<file path="config.mk">
export PLATFORM = sky130hd
export DESIGN_NAME = line_window_3x3
export DESIGN_NICKNAME = d
export VERILOG_FILES = /design/src/rtl/img_proc_pkg.sv /design/src/rtl/window_row_shift.sv /design/src/rtl/line_window_3x3.sv
export SDC_FILE = /design/constraint.sdc
export NUM_CORES = 1
export LEC_CHECK = 0
export ABC_AREA = 1
export BUFFER_PORTS_ARGS = -buffer_cell sky130_fd_sc_hd__buf_2
export CORE_ASPECT_RATIO = 0.9
export CORE_MARGIN = 2
export CORE_UTILIZATION = 40
export CTS_BUF_LIST = sky130_fd_sc_hd__clkbuf_4 sky130_fd_sc_hd__clkbuf_8
export DETAILED_ROUTE_END_ITERATION = 7
export PLACE_DENSITY = 0.6
export SYNTH_ARGS = -nofsm -noshare
export SYNTH_HDL_FRONTEND = slang
export SYNTH_HIERARCHICAL = 1
export SYNTH_SLANG_ARGS = --single-unit
</file>
<file path="constraint.sdc">
create_clock -name clk -period 2.3 [get_ports clk]
set_input_delay 0.46 -clock clk [delete_from_list [all_inputs] [get_ports clk]]
set_output_delay 0.46 -clock clk [all_outputs]
set_load 0.03 [all_outputs]
</file>
<file path="src/rtl/img_proc_pkg.sv">
// Shared definitions for the image-processing line-buffer reader blocks:
// default pixel width and the window FSM state encodings.
package img_proc_pkg;

  localparam int DATA_WIDTH_DEFAULT = 8;

  typedef enum logic [1:0] {
    S_IDLE = 2'd0,
    S_FILL = 2'd1,
    S_RUN  = 2'd2
  } win_state_t;

endpackage

</file>
<file path="src/rtl/window_row_shift.sv">
// One row of the 3x3 window: a 3-deep shift register with enable.
// New samples enter at o_q2 (rightmost column) and age toward o_q0.
module window_row_shift
  import img_proc_pkg::*;
#(
  parameter int DATA_WIDTH = DATA_WIDTH_DEFAULT
) (
  input  logic                  clk,
  input  logic                  rst,
  input  logic                  i_en,
  input  logic [DATA_WIDTH-1:0] i_dat,
  output logic [DATA_WIDTH-1:0] o_q0,
  output logic [DATA_WIDTH-1:0] o_q1,
  output logic [DATA_WIDTH-1:0] o_q2
);

  // Shift one column to the left on every enabled cycle.
  always_ff @(posedge clk) begin
    if (rst) begin
      o_q0 <= '0;
      o_q1 <= '0;
      o_q2 <= '0;
    end else if (i_en) begin
      o_q0 <= o_q1;
      o_q1 <= o_q2;
      o_q2 <= i_dat;
    end
  end

endmodule

</file>
<file path="src/rtl/line_window_3x3.sv">
// Reader side of a 2-tap line buffer: assembles a 3x3 window from the live
// pixel and the two line-buffer taps, tracks row/column, and strobes
// win_valid once per interior pixel.
// Optional: define LINE_WINDOW_POS_OUT_EN to add win_row/win_col outputs
// carrying the centre coordinate of each window.
//
//   state  | meaning
//   S_IDLE | waiting for sof; pixels without sof are ignored
//   S_FILL | rows 0-1 being loaded, no windows produced
//   S_RUN  | rows 2..IMG_HEIGHT-1, windows produced for c>=2
module line_window_3x3
  import img_proc_pkg::*;
#(
  parameter int DATA_WIDTH = DATA_WIDTH_DEFAULT,
  parameter int IMG_WIDTH  = 400,
  parameter int IMG_HEIGHT = 300
) (
  input  logic                          clk,
  input  logic                          rst,
  input  logic [DATA_WIDTH-1:0]         dat_in,
  input  logic                          dat_in_valid,
  input  logic                          sof,
  input  logic [DATA_WIDTH-1:0]         taps1x,
  input  logic [DATA_WIDTH-1:0]         taps0x,
  output logic [DATA_WIDTH-1:0]         win_00,
  output logic [DATA_WIDTH-1:0]         win_01,
  output logic [DATA_WIDTH-1:0]         win_02,
  output logic [DATA_WIDTH-1:0]         win_10,
  output logic [DATA_WIDTH-1:0]         win_11,
  output logic [DATA_WIDTH-1:0]         win_12,
  output logic [DATA_WIDTH-1:0]         win_20,
  output logic [DATA_WIDTH-1:0]         win_21,
  output logic [DATA_WIDTH-1:0]         win_22,
  output logic                          win_valid,
`ifdef LINE_WINDOW_POS_OUT_EN
  output logic [$clog2(IMG_HEIGHT)-1:0] win_row,
  output logic [$clog2(IMG_WIDTH)-1:0]  win_col,
`endif
  output logic                          frame_done
);

  localparam int CW = $clog2(IMG_WIDTH);
  localparam int RW = $clog2(IMG_HEIGHT);
  localparam logic [CW-1:0] COL_LAST = CW'(IMG_WIDTH - 1);
  localparam logic [RW-1:0] ROW_LAST = RW'(IMG_HEIGHT - 1);

  win_state_t  r_state;
  logic [CW-1:0] r_col;
  logic [RW-1:0] r_row;

  logic          w_acc;
  logic [CW-1:0] w_pix_col;
  logic [RW-1:0] w_pix_row;
  logic          w_col_last;
  logic          w_row_last;

  // A pixel is taken while a frame is open, or when it opens one with sof.
  // sof always re-anchors the pixel at (0,0), even mid-frame.
  assign w_acc      = dat_in_valid & (sof | (r_state != S_IDLE));
  assign w_pix_col  = sof ? '0 : r_col;
  assign w_pix_row  = sof ? '0 : r_row;
  assign w_col_last = (w_pix_col == COL_LAST);
  assign w_row_last = (w_pix_row == ROW_LAST);

  // Top row is the oldest line (taps0x), bottom row is the live pixel.
  window_row_shift #(.DATA_WIDTH(DATA_WIDTH)) u_row_top (
    .clk(clk), .rst(rst), .i_en(w_acc), .i_dat(taps0x),
    .o_q0(win_00), .o_q1(win_01), .o_q2(win_02)
  );

  window_row_shift #(.DATA_WIDTH(DATA_WIDTH)) u_row_mid (
    .clk(clk), .rst(rst), .i_en(w_acc), .i_dat(taps1x),
    .o_q0(win_10), .o_q1(win_11), .o_q2(win_12)
  );

  window_row_shift #(.DATA_WIDTH(DATA_WIDTH)) u_row_bot (
    .clk(clk), .rst(rst), .i_en(w_acc), .i_dat(dat_in),
    .o_q0(win_20), .o_q1(win_21), .o_q2(win_22)
  );

  // FSM, position counters and registered strobes; r_col/r_row hold the
  // coordinate the next accepted pixel will occupy.
  always_ff @(posedge clk) begin
    if (rst) begin
      r_state    <= S_IDLE;
      r_col      <= '0;
      r_row      <= '0;
      win_valid  <= 1'b0;
      frame_done <= 1'b0;
`ifdef LINE_WINDOW_POS_OUT_EN
      win_row    <= '0;
      win_col    <= '0;
`endif
    end else begin
      win_valid  <= 1'b0;
      frame_done <= 1'b0;
      if (w_acc) begin
        if (w_col_last) begin
          r_col <= '0;
          r_row <= w_row_last ? '0 : w_pix_row + RW'(1);
        end else begin
          r_col <= w_pix_col + CW'(1);
          r_row <= w_pix_row;
        end

        // Columns 0 and 1 only flush the previous row out of the window.
        if (w_pix_row >= RW'(2) && w_pix_col >= CW'(2)) begin
          win_valid <= 1'b1;
`ifdef LINE_WINDOW_POS_OUT_EN
          win_row   <= w_pix_row - RW'(1);
          win_col   <= w_pix_col - CW'(1);
`endif
        end

        if (sof) begin
          r_state <= S_FILL;
        end else if (r_state == S_FILL && w_pix_row == RW'(1) && w_col_last) begin
          r_state <= S_RUN;
        end else if (r_state == S_RUN && w_row_last && w_col_last) begin
          r_state    <= S_IDLE;
          frame_done <= 1'b1;
        end
      end
    end
  end

endmodule
</file>
==> flow_metrics.env, run 1 <==
export IMPL_status="finished clean"
export IMPL_die_y_um=105.8
export IMPL_num_io_pins=102
export IMPL_vias_per_cell=4.378
export IMPL_yosysWarnings=6
export IMPL_dp_hpwl_um=7216
export IMPL_hold_buffers=0
export IMPL_p_leak_uw=0.002775
export IMPL_ctsLongestPathBuffers=2
export IMPL_setup_viol=0
export IMPL_power_density_mw_per_mm2=694.2
export IMPL_antenna_found_initial=0
export IMPL_cts_sinks=94
export IMPL_gp_congestion=0.8358
export IMPL_dr_total_vias=4150
export IMPL_ys_ff_latch=94
export IMPL_syn_area_mm2=0.004602
export IMPL_rsz0062_at_grt="false"
export IMPL_grt_pass1_vias=3697
export IMPL_cts_tree="done"
export IMPL_cp_data_arrival_time_ps=2110
export IMPL_fmax_mhz=542.6
export IMPL_place_ws_ps=129.6
export IMPL_n_fill_cell=1179
export IMPL_final_setup_worst_slack_ps=457.1
export IMPL_fin_tns_setup_ps=0
export IMPL_ys_types=34
export IMPL_firstDrtPassIters=6
export IMPL_hold_viol=0
export IMPL_slew_headroom_pct=51.70
export IMPL_grt_max_degree=100
export IMPL_cap_violations=0
export IMPL_area_delta_synth_final_pct=17.29
export IMPL_yosysSeqAreaShare_pct=40.89
export IMPL_fin_nets=820
export IMPL_remaining_drc_errors=0
export IMPL_start_util_pct=40.57
export IMPL_finalMaxSlewViolations=0
export IMPL_worstMarginPinSlew_ps=723.7
export IMPL_worst_setup_path_start_kind="register"
export IMPL_ant_nets=0
export IMPL_core_mm2=0.01134
export IMPL_drive_gt1_share_pct=19.32
export IMPL_dieWidth_um=117.1
export IMPL_critPathMaxFanout=5
export IMPL_avgSynthCellArea_um2=6.612
export IMPL_clock_skew_ps=10.38
export IMPL_grt_first_pass_wirelength_um=16990
export IMPL_cts_setup_buffers=0
export IMPL_holdWs_ps=365.2
export IMPL_insertion_delay_ps=370
export IMPL_die_area_mm2=0.01238
export IMPL_cp_required_ps=2570
export IMPL_end_kind="register"
export IMPL_drt_iter0_markers=361
export IMPL_min_period_over_period_pct=80.13
export IMPL_synth_cells=696
export IMPL_cts_htree_levels=3
export IMPL_syn_num_nets=729
export IMPL_grt_overflow=0
export IMPL_io_buffers=101
export IMPL_p_total_uw=3747
export IMPL_place_area_mm2=0.005160
export IMPL_clock_root_buffer="clkbuf_8"
export IMPL_hp_class="input port to register"
export IMPL_post_cts_resized=0
export IMPL_critical_path_class="register to register"
export IMPL_rows=37
export IMPL_grt_use_total_pct=17.16
export IMPL_n_antenna_cell=0
export IMPL_wire_per_inst_um=10.80
export IMPL_path_clk_slew_ps=100
export IMPL_final_area_mm2=0.005398
export IMPL_irDropWorstVdd_v=0.0004100
export IMPL_cts_buffers=9
export IMPL_wirelength_um=10240
export IMPL_fin_crit_ps=1843
[cells in the mapped netlist]
master | number | area (µm²)
ha_1 | 5 | 62.56
nor2_1 | 174 | 653.1
buf_2 | 12 | 60.06
a211oi_1 | 1 | 7.510
o21ai_0 | 3 | 15.01
a31oi_1 | 1 | 6.260
nor2_8 | 2 | 40.04
nand3b_1 | 2 | 15.01
nand2_4 | 3 | 33.78
nand3_1 | 21 | 105.1
o31ai_4 | 1 | 21.27
nor3_4 | 1 | 16.27
o21ai_2 | 1 | 8.760
nand4_2 | 1 | 12.51
inv_12 | 1 | 16.27
nand2_2 | 5 | 31.28
nor3_2 | 1 | 10.01
a22oi_1 | 1 | 7.510
nand4_1 | 7 | 43.79
a21oi_2 | 2 | 17.52
a21oi_1 | 13 | 65.06
inv_2 | 2 | 7.510
o21ai_1 | 4 | 20.02
nor2_4 | 4 | 45.04
dfxtp_1 | 94 | 1882
buf_6 | 8 | 90.09
nor3_1 | 5 | 25.02
nand3_2 | 4 | 40.04
buf_8 | 1 | 15.01
clkbuf_1 | 2 | 7.510
xor2_1 | 4 | 35.03
buf_4 | 6 | 45.04
inv_1 | 99 | 371.6
nand2_1 | 205 | 769.5
[per-layer routing]
metal  vias up  global-route usage (%)  part of all wire (%)
li1       2239                       -                     -
met1      1807                   22.75                    48
met2        97                   27.00                    45
met3         7                   5.233                   5.7
met4         0                   4.622                  0.80
met5         -                       0                     0
[final timing paths]
check	start	to	slack [ps]	cells past startpoint
min	taps1x[1]	u_row_mid/o_q2[1]	370	5
max reg2reg	r_col[0]	r_state[1]	460	12
min reg2reg	u_row_top/o_q0[4]	u_row_top/o_q0[4]	470	2
max	r_col[0]	r_state[1]	460	12
[cell type report]
class / instances / area [µm²] / share of cell area, %
Multi-Input combinational cell: 471 / 2107 / 39.04
Clock buffer: 11 / 151.4 / 2.805
Timing Repair Buffer: 109 / 578.1 / 10.71
Clock inverter: 5 / 86.33 / 1.599
Inverter: 102 / 397.9 / 7.371
Tap cell: 156 / 195.2 / 3.616
Sequential cell: 94 / 1882 / 34.86
[registers in the layout, indices dropped and copies added, names as in the netlist]
name / flops
u_row_top/o_q2: 8
u_row_mid/o_q0: 8
u_row_bot/o_q0: 8
u_row_mid/o_q1: 8
u_row_bot/o_q1: 8
u_row_top/o_q0: 8
u_row_top/o_q1: 8
u_row_bot/o_q2: 8
frame_done: 1
u_row_mid/o_q2: 8
r_row: 9
win_valid: 1
r_col: 9
r_state: 2
[critical path, cell delays in order (launching register included)]
cell     delay, ps
dfxtp_1        370
inv_1           50
nor2_1         130
ha_1           250
nand3_1         90
nor2_1         170
nand3_2        180
nor2_4         170
nand2_2         70
nand3_1         70
nand2_1         70
nand2_1         80
nand2_1         40
[cells in the final DEF (no fill, tap or decap), types with 2 or more instances in the layout]
cell type / Yosys / routed
bufinv_16: 0 / 2
nand4_1: 7 / 7
dfxtp_1: 94 / 94
nor2_8: 2 / 2
nor2_4: 4 / 4
ha_1: 5 / 5
nand2_1: 205 / 205
nand3_1: 21 / 21
nor3_1: 5 / 5
buf_4: 6 / 7
inv_6: 0 / 2
a21oi_2: 2 / 2
inv_1: 99 / 99
o21ai_1: 4 / 4
o21ai_0: 3 / 3
nand2_2: 5 / 5
nand3_2: 4 / 4
buf_2: 12 / 101
nor2_1: 174 / 174
nand3b_1: 2 / 2
clkbuf_8: 0 / 11
a21oi_1: 13 / 13
nand2_4: 3 / 3
xor2_1: 4 / 4
[power breakdown]
group          switching (µW)  total, µW  internal (µW)
Clock                     600       1280            681
Sequential               69.7       1800           1730
Combinational             464        667            203
Total                    1130       3750           2610
[kinds of logic after synthesis]
family,synth area share (%)
compound gates,3.671
xor+xnor,0.7612
fa+ha+maj,1.359
buf+inv,13.32
flops,40.89
simple gates,39.99
[stage by stage]
stage | std cells | util, %
2_1_floorplan | 696 | -
3_3_place_gp | 932 | 45.49
3_5_place_dp | 932 | 45.49
4_1_cts | 948 | 47.59
5_1_grt | 948 | 47.59
6_report | 948 | 47.59
Power figures use the tool's default switching activity.
==> inputs of run 2 (changes only) <==
==> constraint.sdc (replaced) <==
create_clock -name clk -period 1.85 [get_ports clk]
set_input_delay 0.37 -clock clk [delete_from_list [all_inputs] [get_ports clk]]
set_output_delay 0.37 -clock clk [all_outputs]
set_load 0.03 [all_outputs]
==> flow_metrics.env, run 2 (same netlist as run 1, synthesis figures left out) <==
export IMPL_insertion_delay_ps=360
export IMPL_grt_max_degree=83
export IMPL_fin_crit_ps=1697
export IMPL_wirelength_um=10270
export IMPL_path_clk_slew_ps=90
export IMPL_layout_common_cells="204 x nand2_1, 172 x nor2_1, 101 x buf_2"
export IMPL_dr_total_vias=4238
export IMPL_p_comb_share_pct=19.1
export IMPL_fin_nets=842
export IMPL_wire_per_inst_um=10.60
export IMPL_clock_root_buffer="clkbuf_8"
export IMPL_firstDrtPassIters=5
export IMPL_top_layer="met4"
export IMPL_end_kind="register"
export IMPL_p_leak_uw=0.002861
export IMPL_slowest_stage="dfxtp_1"
export IMPL_drive_gt1_share_pct=22.14
export IMPL_cp_required_ps=2150
export IMPL_seq_power_share_pct=50.2
export IMPL_critical_path_class="register to register"
export IMPL_die_y_um=105.8
export IMPL_setup_viol=0
export IMPL_p_int_uw=3047
export IMPL_num_io_pins=102
export IMPL_n_antenna_cell=0
export IMPL_vias_per_cell=4.374
export IMPL_holdWs_ps=287.2
export IMPL_worst_setup_path_start_kind="register"
export IMPL_place_ws_ps=-74.37
export IMPL_final_seq_area_mm2=0.001882
export IMPL_p_total_uw=4451
export IMPL_n_fill_cell=1184
export IMPL_io_buffers=101
export IMPL_core_mm2=0.01134
export IMPL_min_to="u_row_mid/o_q2[1]"
export IMPL_power_density_mw_per_mm2=794.5
export IMPL_ant_nets=0
export IMPL_slew_headroom_pct=72.99
export IMPL_cts_htree_levels=3
export IMPL_gp_congestion=0.9057
export IMPL_min_delay_start="taps1x[1]"
export IMPL_r2r_slack_ps=150
export IMPL_cts_tree="done"
export IMPL_hold_buffers=0
export IMPL_grt_use_total_pct=17.03
export IMPL_cap_violations=0
export IMPL_p_clk_share_pct=30.7
export IMPL_critPathMaxFanout=4
export IMPL_hold_viol=0
export IMPL_hp_class="input port to register"
export IMPL_wl_met3_um=571
export IMPL_grt_overflow=0
export IMPL_reg2reg_depth=10
export IMPL_multiInputGateArea_mm2=0.002150
export IMPL_critPathLaunch="r_col[0]"
export IMPL_area_delta_synth_final_pct=21.72
export IMPL_min_period_over_period_pct=91.71
export IMPL_path_delay_family="simple AND/OR/NAND/NOR gates"
export IMPL_worstMarginPinSlew_ps=405.1
export IMPL_start_util_pct=40.57
export IMPL_r2r_end="r_row[3]"
export IMPL_fmax_mhz=589.4
export IMPL_wl_met1_um=4863
export IMPL_die_area_mm2=0.01238
export IMPL_critPathBufInv=2
export IMPL_grt_pass1_vias=3824
export IMPL_final_setup_worst_slack_ps=153.4
export IMPL_hold_depth=5
export IMPL_irDropWorstVdd_v=0.0003732
export IMPL_post_route_util_pct=49.39
export IMPL_path_cells="inv_1 -> nor2_2 -> ha_4 -> nand3_2 -> nor2_4 -> nand3_4 -> buf_4 -> o21ai_1 -> nand3_1 -> a21oi_1"
export IMPL_dp_hpwl_um=7353
export IMPL_ctsLongestPathBuffers=2
export IMPL_final_area_mm2=0.005602
export IMPL_antenna_found_initial=0
export IMPL_clock_skew_ps=7.029
export IMPL_rows=37
export IMPL_remaining_drc_errors=0
export IMPL_cp_slowest_stage_delay_ps=370
export IMPL_status="finished clean"
export IMPL_rsz0062_at_grt="false"
export IMPL_cp_data_arrival_time_ps=1990
export IMPL_dieWidth_um=117.1
export IMPL_place_area_mm2=0.005405
export IMPL_r2r_start="r_col[0]"
export IMPL_final_common_cell="nand2_1"
export IMPL_finalMaxSlewViolations=0
export IMPL_grt_first_pass_wirelength_um=17060
export IMPL_drt_iter0_markers=283
export IMPL_wl_met2_um=4707
export IMPL_cts_sinks=94
export IMPL_reg_top3="r_col (9), r_row (9)"
export IMPL_p_sw_uw=1404
export IMPL_switching_share_pct=31.55
export IMPL_cts_buffers=9
==> run 2: cell count changes in the layout (fill, tap and decap cells not counted), sizes merged <==
cell,change
buf,+22
bufinv,-1
clkbuf,-2
clkinv,-1
clkinvlp,+3
==> run 2: worst max-delay path by stage <==
stage                       to  slack [ps]  depth (start not counted)
finish                r_row[3]         150                         10
global route          r_row[2]           2                         10
CTS                   r_row[3]          90                         10
detailed placement    r_row[3]         -70                         10
global placement      r_row[1]          10                         11
floorplan           r_state[1]           8                         15
==> run 2: final cells by class <==
cell class,count,share of cell area [%]
clock buffer,9,2.211
clock inverter,6,1.251
inverter,102,7.148
multi-input combinational,471,38.37
sequential,94,33.59
tap,156,3.484
timing repair buffer,131,13.94
==> run 2: timing repair <==
item | 4_1_cts | 5_1_grt
setup buffers | 0 | 0
gates resized for setup | 0 | 1
endpoints found under the setup margin | 0 | 4
==> run 2: worst register-to-register path: cells and delay by family (launching register included) <==
kind | cells | cell delay (ps)
AO/OA/AOI/OAI | 2 | 280
buffers and inverters | 2 | 230
adder cells (fa/ha/maj) | 1 | 170
AND/OR/NAND/NOR | 5 | 580
flip-flops | 1 | 370
==> run 2: per-layer routing <==
metal	vias to the layer above	global-route usage, %
met1	1848	21.56
met4	0	5.798
met2	96	28.12
met5	-	0
li1	2284	-
met3	10	4.198
==> run 2: stage by stage <==
| step | TNS, ps | cells |
|---|---|---|
| 5_1_grt | 0 | 969 |
| 2_1_floorplan | 0 | 696 |
| 3_5_place_dp | -276.9 | 954 |
| 6_report | 0 | 969 |
| 4_1_cts | 0 | 969 |
| 3_3_place_gp | 0 | 954 |
==> run 2: power groups by stage <==
stage	clock, µW	combinational [µW]	sequential [µW]
after CTS	1440	861	2240
after detailed placement	0	860	2280
final	1370	850	2240
after floorplan	0	399	2510
after global placement	0	852	2280
after global routing	1530	949	2250
==> inputs of run 3 (changes only) <==
--- a/config.mk
+++ b/config.mk
@@ -5,14 +5,15 @@
 export SDC_FILE = /design/constraint.sdc
 export NUM_CORES = 1
 export LEC_CHECK = 0
-export ABC_AREA = 1
 export BUFFER_PORTS_ARGS = -buffer_cell sky130_fd_sc_hd__buf_2
+export CAP_MARGIN = 15
 export CORE_ASPECT_RATIO = 0.9
 export CORE_MARGIN = 2
 export CORE_UTILIZATION = 40
 export CTS_BUF_LIST = sky130_fd_sc_hd__clkbuf_4 sky130_fd_sc_hd__clkbuf_8
 export DETAILED_ROUTE_END_ITERATION = 7
-export PLACE_DENSITY = 0.6
+export PLACE_DENSITY = 0.61
+export RECOVER_POWER = 50
 export SYNTH_ARGS = -nofsm -noshare
 export SYNTH_HDL_FRONTEND = slang
 export SYNTH_HIERARCHICAL = 1
==> flow_metrics.env, run 3 <==
export IMPL_area_delta_synth_final_pct=21.66
export IMPL_avgSynthCellArea_um2=9.982
export IMPL_worst_setup_path_start_kind="register"
export IMPL_ys_ff_latch=94
export IMPL_critical_path_class="register to register"
export IMPL_synth_cells=404
export IMPL_layout_common_cells="92 x dfxtp_1, 81 x nor2_1, 74 x clkbuf_1"
export IMPL_fmax_mhz=575.9
export IMPL_p_leak_uw=0.001930
export IMPL_cts_sinks=94
export IMPL_yosysMostFrequentCell="dfxtp_1"
export IMPL_die_y_um=99.26
export IMPL_rows=34
export IMPL_io_buffers=101
export IMPL_n_antenna_cell=0
export IMPL_clock_skew_ps=8.626
export IMPL_setup_viol=0
export IMPL_end_kind="register"
export IMPL_synth_edf_count=0
export IMPL_drt_iter0_markers=232
export IMPL_critPathMaxFanout=7
export IMPL_slew_headroom_pct=65.78
export IMPL_grt_overflow=0
export IMPL_wire_per_inst_um=14.17
export IMPL_finalMaxSlewViolations=0
export IMPL_cap_violations=0
export IMPL_syn_area_mm2=0.004033
export IMPL_async_flop_share_pct=0
export IMPL_final_area_mm2=0.004906
export IMPL_start_util_pct=41.39
export IMPL_min_period_over_period_pct=93.85
export IMPL_path_clk_slew_ps=90
export IMPL_dr_total_vias=3282
export IMPL_reg_top3="r_col (9), r_row (9)"
export IMPL_core_mm2=0.009742
export IMPL_fin_nets=555
export IMPL_place_area_mm2=0.004767
export IMPL_grt_pass1_vias=3087
export IMPL_dieWidth_um=109.8
export IMPL_synth_top_flop_cell="dfxtp_1"
export IMPL_yosys_area_top_type="dfxtp_1"
export IMPL_hold_viol=0
export IMPL_final_common_cell="dfxtp_1"
export IMPL_cts_tree="done"
export IMPL_drive_gt1_share_pct=17.49
export IMPL_cts_buffers=9
export IMPL_clock_root_buffer="clkbuf_8"
export IMPL_hp_class="input port to register"
export IMPL_vias_per_cell=5.034
export IMPL_num_io_pins=102
export IMPL_ctsLongestPathBuffers=2
export IMPL_ant_nets=0
export IMPL_power_density_mw_per_mm2=829.5
export IMPL_ys_types=49
export IMPL_hold_buffers=0
export IMPL_grt_max_degree=49
export IMPL_die_area_mm2=0.01090
export IMPL_synth_area_leaders="dfxtp_1 47%, mux2i_1 18%, nor2_1 7.5%, buf_12 3.0%, ha_1 1.6%"
export IMPL_cts_htree_levels=3
export IMPL_synth_top_area_share_pct=46.66
export IMPL_rsz0062_at_grt="false"
export IMPL_syn_num_nets=437
export IMPL_irDropWorstVdd_v=0.0004841
export IMPL_cp_required_ps=2080
export IMPL_wirelength_um=9237
export IMPL_grt_first_pass_wirelength_um=14580
export IMPL_gp_congestion=0.8126
export IMPL_insertion_delay_ps=360
export IMPL_firstDrtPassIters=4
export IMPL_worstMarginPinSlew_ps=508.6
export IMPL_cp_data_arrival_time_ps=1970
export IMPL_holdWs_ps=240.8
export IMPL_synth_common_cells="94 x dfxtp_1, 81 x nor2_1, 72 x mux2i_1"
export IMPL_status="finished clean"
export IMPL_antenna_found_initial=0
export IMPL_grt_use_total_pct=16.58
export IMPL_remaining_drc_errors=0
export IMPL_post_route_util_pct=50.36
export IMPL_yosysWarnings=6
export IMPL_n_fill_cell=950
export IMPL_yosysSeqAreaShare_pct=46.66
export IMPL_fin_crit_ps=1736
export IMPL_dp_hpwl_um=6402
[run 3: cell count changes after synthesis, sizes merged, moves of 6 or more]
cell and change:
nor2b +7, clkbuf +12, buf -15, mux2i +72, inv -94, nand2 -201, a21oi -6, nor2 -99
nand3 -20
[run 3: cell type report]
type / count / area [µm²] / area share, %
Clock buffer: 9 / 123.9 / 2.525
Clock inverter: 6 / 93.84 / 1.913
Inverter: 8 / 32.53 / 0.6631
Multi-Input combinational cell: 276 / 1941 / 39.56
Sequential cell: 94 / 1884 / 38.41
Tap cell: 126 / 157.7 / 3.213
Timing Repair Buffer: 133 / 673.1 / 13.72
[run 3: layer usage]
metal | vias up | routed length (µm) | GRT usage (%)
met4 | 0 | 141 | 5.940
met3 | 14 | 506 | 4.063
li1 | 1665 | - | -
met5 | - | 0 | 0
met2 | 86 | 4280 | 26.33
met1 | 1517 | 4308 | 21.82
[run 3: path summary, 6_finish.rpt]
check	start	to	slack (ps)	cells after the start
worst max-delay path	r_col[1]	r_row[7]	110	8
worst min-delay path	dat_in[4]	u_row_bot/o_q2[4]	240	3
worst max register to register	r_col[1]	r_row[7]	110	8
worst min register to register	r_col[0]	r_col[0]	470	2
[run 3: logic make-up (layout without fill, tap and decap cells)]
family          Yosys count  after routing  share of synthesized area, %
simple gates            149            149                         18.80
flops                    94             94                         46.66
mux                      73             73                         18.15
compound gates           49             49                         8.626
fa+ha+maj                 5              5                         1.551
buf+inv                  34            156                         6.205
[run 3: power breakdown]
part	internal (µW)	switching, µW
clock	771	744
combinational	160	283
sequential	2070	37.9
[run 3: through the flow]
step	power, µW	std cells	setup slack [ps]	setup TNS (ps)
after floorplan	2501	404	-70.61	-241.1
after global placement	2613	636	-44.71	-181.0
after detailed placement	2622	636	-169.5	-838.7
after CTS	4141	651	26.66	0
after global routing	4224	652	23.05	0
final	4069	652	113.7	0
[run 3: what timing repair did]
item	CTS	global route
endpoints found under the hold margin	0	0
endpoints found under the setup margin	2	8
gates resized for setup	3	5
pin swaps	0	2
buffers inserted	0	1
[run 3: worst max-delay path, cell delays in order, from the launching register on]
cell,delay (ps)
dfxtp_2,370
nor2b_4,160
ha_2,200
nand4b_1,110
buf_4,160
nor3_4,190
buf_4,180
a311o_1,170
a31oi_1,70
